<file path="config.mk">
export PLATFORM = sky130hd
export DESIGN_NAME = nn_train_sequencer_flat
export DESIGN_NICKNAME = d
export VERILOG_FILES = /design/src/rtl/nn_train_sequencer_if.sv /design/src/rtl/nn_train_sequencer.sv /design/src/flat_wrapper.sv
export SDC_FILE = /design/constraint.sdc
export NUM_CORES = 1
export LEC_CHECK = 0
export BUFFER_PORTS_ARGS = -buffer_cell sky130_fd_sc_hd__buf_4
export CORE_ASPECT_RATIO = 0.75
export CORE_MARGIN = 10
export CORE_UTILIZATION = 40
export CTS_CLUSTER_SIZE = 25
export DETAILED_ROUTE_END_ITERATION = 16
export PLACE_DENSITY = 0.58
export SKIP_CTS_REPAIR_TIMING = 1
export SYNTH_ARGS = -nofsm -noshare
export SYNTH_HDL_FRONTEND = slang
export SYNTH_SLANG_ARGS = --single-unit
export TNS_END_PERCENT = 20
</file>
<file path="constraint.sdc">
create_clock -name clk -period 5.7 [get_ports clk]
set_clock_uncertainty 0.2 [all_clocks]
set_input_delay 0.855 -clock clk [delete_from_list [all_inputs] [get_ports clk]]
set_output_delay 0.855 -clock clk [all_outputs]
set_load 0.005 [all_outputs]
</file>
<file path="src/rtl/nn_train_sequencer_if.sv">
// Bundle between the training sequencer (master) and its dataset loader / NN core side (slave).
interface nn_train_sequencer_if #(
  parameter int DATA_W  = 16,
  parameter int ADDR_W  = 2,
  parameter int EPOCH_W = 16
);
  logic                      wr_en;
  logic [ADDR_W-1:0]         wr_addr;
  logic signed [DATA_W-1:0]  wr_x1;
  logic signed [DATA_W-1:0]  wr_x2;
  logic signed [DATA_W-1:0]  wr_t1;
  logic signed [DATA_W-1:0]  wr_t2;
  logic                      start;
  logic                      abort;
  logic                      finish_updating;
  logic                      update_coeff;
  logic signed [DATA_W-1:0]  input_k_1;
  logic signed [DATA_W-1:0]  input_k_2;
  logic signed [DATA_W-1:0]  target_1;
  logic signed [DATA_W-1:0]  target_2;
  logic [ADDR_W-1:0]         sample_idx;
  logic [EPOCH_W-1:0]        epoch_cnt;
  logic                      busy;
  logic                      done;

  modport master (
    input  wr_en, wr_addr, wr_x1, wr_x2, wr_t1, wr_t2, start, abort, finish_updating,
    output update_coeff, input_k_1, input_k_2, target_1, target_2,
           sample_idx, epoch_cnt, busy, done
  );

  modport slave (
    output wr_en, wr_addr, wr_x1, wr_x2, wr_t1, wr_t2, start, abort, finish_updating,
    input  update_coeff, input_k_1, input_k_2, target_1, target_2,
           sample_idx, epoch_cnt, busy, done
  );
endinterface

</file>
<file path="src/rtl/nn_train_sequencer.sv">
// Steps an NN core through a stored training set for MAX_EPOCH epochs; start->update_coeff 2 cycles,
// finish_updating->next update_coeff 3 cycles; holds each sample until the core reports finish_updating.
module nn_train_sequencer #(
  parameter int DATA_W    = 16,
  parameter int N_SAMPLES = 4,
  parameter int ADDR_W    = 2,
  parameter int EPOCH_W   = 16,
  parameter int MAX_EPOCH = 10000
) (
  input  logic                 clk,
  input  logic                 res,
  nn_train_sequencer_if.master bus
);

  typedef struct packed {
    logic signed [DATA_W-1:0] x1;
    logic signed [DATA_W-1:0] x2;
    logic signed [DATA_W-1:0] t1;
    logic signed [DATA_W-1:0] t2;
  } sample_t;

  typedef enum logic [2:0] {IDLE, SETUP, UPDATE, ADVANCE, DONE} state_t;

  state_t             state;
  sample_t            mem [N_SAMPLES];
  sample_t            rd_sample;
  logic               idle_or_done;
  logic               last_sample;
  logic [EPOCH_W-1:0] epoch_nxt;

  assign idle_or_done = (state == IDLE) || (state == DONE);
  assign last_sample  = (bus.sample_idx == ADDR_W'(N_SAMPLES - 1));
  assign epoch_nxt    = bus.epoch_cnt + EPOCH_W'(1);
  assign rd_sample    = mem[bus.sample_idx];

  // Dataset survives reset so a re-start replays the previously loaded set.
  always_ff @(posedge clk) begin
    if (bus.wr_en && idle_or_done) begin
      mem[bus.wr_addr] <= '{x1: bus.wr_x1, x2: bus.wr_x2, t1: bus.wr_t1, t2: bus.wr_t2};
    end
  end

  always_ff @(posedge clk or posedge res) begin
    if (res) begin
      state            <= IDLE;
      bus.update_coeff <= 1'b0;
      bus.input_k_1    <= '0;
      bus.input_k_2    <= '0;
      bus.target_1     <= '0;
      bus.target_2     <= '0;
      bus.sample_idx   <= '0;
      bus.epoch_cnt    <= '0;
      bus.busy         <= 1'b0;
      bus.done         <= 1'b0;
    end else if (bus.abort) begin
      // Position and presented data are kept so the interrupted point stays visible.
      state            <= IDLE;
      bus.update_coeff <= 1'b0;
      bus.busy         <= 1'b0;
      bus.done         <= 1'b0;
    end else begin
      case (state)
        IDLE, DONE: begin
          if (bus.start) begin
            state          <= SETUP;
            bus.sample_idx <= '0;
            bus.epoch_cnt  <= '0;
            bus.busy       <= 1'b1;
            bus.done       <= 1'b0;
          end
        end
        SETUP: begin
          bus.input_k_1    <= rd_sample.x1;
          bus.input_k_2    <= rd_sample.x2;
          bus.target_1     <= rd_sample.t1;
          bus.target_2     <= rd_sample.t2;
          bus.update_coeff <= 1'b1;
          state            <= UPDATE;
        end
        UPDATE: begin
          if (bus.finish_updating) begin
            bus.update_coeff <= 1'b0;
            state            <= ADVANCE;
          end
        end
        ADVANCE: begin
          // N_SAMPLES is a power of two, so the index wraps naturally.
          bus.sample_idx <= bus.sample_idx + ADDR_W'(1);
          if (last_sample) begin
            bus.epoch_cnt <= epoch_nxt;
            if (epoch_nxt == EPOCH_W'(MAX_EPOCH)) begin
              state    <= DONE;
              bus.busy <= 1'b0;
              bus.done <= 1'b1;
            end else begin
              state <= SETUP;
            end
          end else begin
            state <= SETUP;
          end
        end
        default: begin
          state    <= IDLE;
          bus.busy <= 1'b0;
        end
      endcase
    end
  end

endmodule
</file>
<file path="src/flat_wrapper.sv">
// flat-port wrapper written by rule: the top's interface ports become plain ports
module nn_train_sequencer_flat 
#(
  parameter int DATA_W    = 16,
  parameter int N_SAMPLES = 4,
  parameter int ADDR_W    = 2,
  parameter int EPOCH_W   = 16,
  parameter int MAX_EPOCH = 10000
)
  (clk, res, bus_wr_en, bus_wr_addr, bus_wr_x1, bus_wr_x2, bus_wr_t1, bus_wr_t2, bus_start, bus_abort, bus_finish_updating, bus_update_coeff, bus_input_k_1, bus_input_k_2, bus_target_1, bus_target_2, bus_sample_idx, bus_epoch_cnt, bus_busy, bus_done);
  nn_train_sequencer_if #(.DATA_W(DATA_W), .ADDR_W(ADDR_W), .EPOCH_W(EPOCH_W)) bus_i ();
  input  logic clk;
  input  logic res;
  input wire logic [$bits(bus_i.wr_en)-1:0] bus_wr_en;
  input wire logic [$bits(bus_i.wr_addr)-1:0] bus_wr_addr;
  input wire logic [$bits(bus_i.wr_x1)-1:0] bus_wr_x1;
  input wire logic [$bits(bus_i.wr_x2)-1:0] bus_wr_x2;
  input wire logic [$bits(bus_i.wr_t1)-1:0] bus_wr_t1;
  input wire logic [$bits(bus_i.wr_t2)-1:0] bus_wr_t2;
  input wire logic [$bits(bus_i.start)-1:0] bus_start;
  input wire logic [$bits(bus_i.abort)-1:0] bus_abort;
  input wire logic [$bits(bus_i.finish_updating)-1:0] bus_finish_updating;
  output wire logic [$bits(bus_i.update_coeff)-1:0] bus_update_coeff;
  output wire logic [$bits(bus_i.input_k_1)-1:0] bus_input_k_1;
  output wire logic [$bits(bus_i.input_k_2)-1:0] bus_input_k_2;
  output wire logic [$bits(bus_i.target_1)-1:0] bus_target_1;
  output wire logic [$bits(bus_i.target_2)-1:0] bus_target_2;
  output wire logic [$bits(bus_i.sample_idx)-1:0] bus_sample_idx;
  output wire logic [$bits(bus_i.epoch_cnt)-1:0] bus_epoch_cnt;
  output wire logic [$bits(bus_i.busy)-1:0] bus_busy;
  output wire logic [$bits(bus_i.done)-1:0] bus_done;
  assign bus_i.wr_en = bus_wr_en;
  assign bus_i.wr_addr = bus_wr_addr;
  assign bus_i.wr_x1 = bus_wr_x1;
  assign bus_i.wr_x2 = bus_wr_x2;
  assign bus_i.wr_t1 = bus_wr_t1;
  assign bus_i.wr_t2 = bus_wr_t2;
  assign bus_i.start = bus_start;
  assign bus_i.abort = bus_abort;
  assign bus_i.finish_updating = bus_finish_updating;
  assign bus_update_coeff = bus_i.update_coeff;
  assign bus_input_k_1 = bus_i.input_k_1;
  assign bus_input_k_2 = bus_i.input_k_2;
  assign bus_target_1 = bus_i.target_1;
  assign bus_target_2 = bus_i.target_2;
  assign bus_sample_idx = bus_i.sample_idx;
  assign bus_epoch_cnt = bus_i.epoch_cnt;
  assign bus_busy = bus_i.busy;
  assign bus_done = bus_i.done;
  nn_train_sequencer #(.DATA_W(DATA_W), .N_SAMPLES(N_SAMPLES), .ADDR_W(ADDR_W), .EPOCH_W(EPOCH_W), .MAX_EPOCH(MAX_EPOCH)) u_core (.clk(clk), .res(res), .bus(bus_i));
endmodule
</file>
==> impl_metrics.py <==
metrics = {
    "run": {
        "cap_violations": 0,
    },
    "timing": {
        "finalHoldViolCount": 0,
        "max_slew_margin_pct": 29.08,
        "slew_violations": 0,
        "min_period_ns": 2.950,
        "worst_pin_slew_ns": 1.064,
        "post-route-period-util_pct": 51.76,
        "timing.final.ws_setup_ns": 2.750,
        "clock.fmax_mhz": 339.0,
        "finalSetupViolations": 0,
        "grt_setup_unrepaired": "no",
    },
    "synth": {
        "yosysTopAreaCellShare_pct": 58.87,
        "synth_fp_nets": 714,
        "synth_seq_cells": 344,
        "synth_edf_count": 256,
        "post_synth_inst_count": 640,
        "ys_top_cells_by_area": "edfxtp_1 59%, dfrtp_1 17%, mux4_2 11%",
        "ys_top_cells_by_count": "256 x edfxtp_1, 88 x dfrtp_1, 65 x mux2_2, 64 x mux4_2, 26 x o21ai_0",
        "yosysTopAreaCell": "edfxtp_1",
        "yosysMostFrequentCell": "edfxtp_1",
        "synth_cell_types": 50,
        "synth_area_um2": 13060,
        "yosysWarningCount": 0,
        "yosys_most_used_dff": "edfxtp_1",
        "synthArstFlopShare_pct": 25.58,
        "syn_avg_cell_area_um2": 20.40,
        "seq_area_frac_synth_pct": 75.74,
    },
    "final_layout": {
        "layout-drive-gt1-share_pct": 42.98,
        "area_delta_synth_final_pct": 21.91,
        "final_cells": 1285,
        "finalNetCount": 888,
    },
    "route": {
        "first_pass_iters": 4,
        "postRouteAntennaNets": 0,
        "vias": 6632,
        "avgViaCountPerCell": 5.161,
        "detail_route.wirelength_mm": 28.08,
        "drc": 0,
        "routedWlPerCell_um": 21.86,
        "drt_iter0_markers": 358,
    },
    "worst_setup_path": {
        "worstPathArrival_ns": 1.90,
        "slowest_stage": "dfrtp_4",
        "cp.depth": 1,
        "cp_num_buf_inv": 1,
        "slowest_delay_ns": 1.13,
        "crit_fanout": 67,
        "crit_chain": "buf_4",
        "critPathLaunchType": "flip-flop",
        "crit_type": "flip-flop to output pin",
        "cp_data_required_time_ns": 4.64,
        "r2r_cells": 3,
        "endpoint_kind": "output pin",
        "critical_path.top_delay_family": "flip-flops",
    },
    "power": {
        "powerDensity_nw_per_um2": 400.8,
        "power_leakage_nw": 5.611,
        "vdd_drop_max_mv": 0.2288,
        "finalPower_mw": 6.381,
    },
    "floorplanning": {
        "die-area_um2": 40350,
        "die_x_um": 228.6,
        "boundaryPins": 157,
        "initial_core_util_pct": 40.42,
        "coreArea_um2": 32310,
        "die_y_um": 176.5,
        "num_rows": 57,
    },
    "clocking": {
        "cts_root_buffer": "clkbuf_16",
        "clock_path_buffers": 3,
        "cts.clk_slew.worst_paths_ns": 0.06,
        "cts_max_level": 2,
        "clk_latency_ns": 0.52,
        "numClockSinks": 344,
        "cts_tree": "yes",
        "cts_buffers": 36,
    },
    "outcome": {
        "status": "finished, final reports clean",
    },
    "placement": {
        "hpwl_mm": 16.43,
        "io_buffers": 156,
        "gp_routability_congestion": 0.8359,
        "place_ws_ns": 2.774,
        "numPlacedInstances": 1218,
    },
    "global_route": {
        "grt.total_usage_pct": 13.99,
        "grt_use_met3_pct": 3.945,
        "grt-busiest-layer": "met2",
        "antenna_found_initial": 4,
        "grt_max_degree": 68,
        "grt_first_pass_wirelength_mm": 43.86,
        "grt_pass1_vias": 7232,
        "met2_usage_pct": 22.76,
        "overflow": 0,
        "grt_use_met1_pct": 18.10,
    },
    "min_path": {
        "hp-class": "input pin to asynchronous set/reset pin",
    },
}
## cell families (layout without fill, tap and decap cells)
group | Yosys count | after routing | synth area share, %
flip-flops | 344 | 344 | 75.74
multiplexers | 129 | 129 | 16.64
AND/OR/NAND/NOR | 75 | 75 | 3.306
AO/OA/AOI/OAI | 50 | 50 | 2.549
buffers and inverters | 32 | 232 | 1.035
XOR/XNOR | 8 | 8 | 0.5366
adder cells (fa/ha/maj) | 2 | 2 | 0.1916
other | 0 | 3 | 0
## final cells by class
cell class                      instances  area [um^2]
Antenna cell                            3        7.507
Multi-Input combinational cell        264         3057
Tap cell                              442        553.0
Inverter                                5        21.27
Timing Repair Buffer                  163         1224
Fill cell                            2673        16390
Clock buffer                           53         1006
Clock inverter                         11        153.9
Sequential cell                       344         9897
## power breakdown
group          internal (mW)  switching (mW)  leakage, nW
Clock                   1.40           0.902        0.568
Sequential              3.00           0.207         3.42
Combinational          0.547           0.319         1.62
## registers in the layout (all words and copies together), names as in the netlist
signal and count:
u_core.bus.target_1 16, u_core.bus.target_2 16, u_core.state 3, u_core.bus.epoch_cnt 16, u_core.bus.input_k_2 16, u_core.bus.input_k_1 16, u_core.bus.busy 1, u_core.bus.done 1
u_core.bus.update_coeff 1, u_core.bus.sample_idx 2, u_core.mem 256
## stage by stage
step / hold WS (ns) / TNS, ns / cell area [um^2] / util (%)
2_1_floorplan: 0.2759 / -113.20 / 13060 / -
3_3_place_gp: 0.2913 / 0 / 14750 / 45.66
3_5_place_dp: 0.2967 / 0 / 14750 / 45.66
4_1_cts: 0.3096 / 0 / 15910 / 49.25
5_1_grt: 0.3218 / 0 / 15910 / 49.26
6_report: 0.3050 / 0 / 15920 / 49.27
## per-layer routing
layer / vias to the layer above / routed length [um]
met3: 36 / 1660
met2: 166 / 13680
met4: 0 / 495
met5: - / 0
li1: 2931 / -
met1: 3499 / 12250
## final timing paths
kind	start	to	slack [ns]
worst min-delay path	res	u_core.bus.target_1[8]	0.31
worst max-delay path	u_core.bus.sample_idx[1]	bus_sample_idx[1]	2.75
worst min register to register	u_core.bus.target_2[4]	u_core.bus.target_2[4]	0.31
min in group clk	u_core.bus.target_2[4]	u_core.bus.target_2[4]	0.31
max in group asynchronous	res	u_core.bus.input_k_1[1]	3.93
worst max register to register	u_core.bus.sample_idx[0]	u_core.bus.target_2[11]	2.89
## placed cells by master (no fill, tap or decap), types with 11 or more instances in the layout
cell type  count
nand2_1       22
buf_4        163
dfrtp_1       86
o21ai_0       26
mux4_2        64
mux2_2        65
clkbuf_16     37
edfxtp_1     256
clkbuf_1      14
nor2_1        11
No activity file was read; power rests on OpenSTA's default activity.
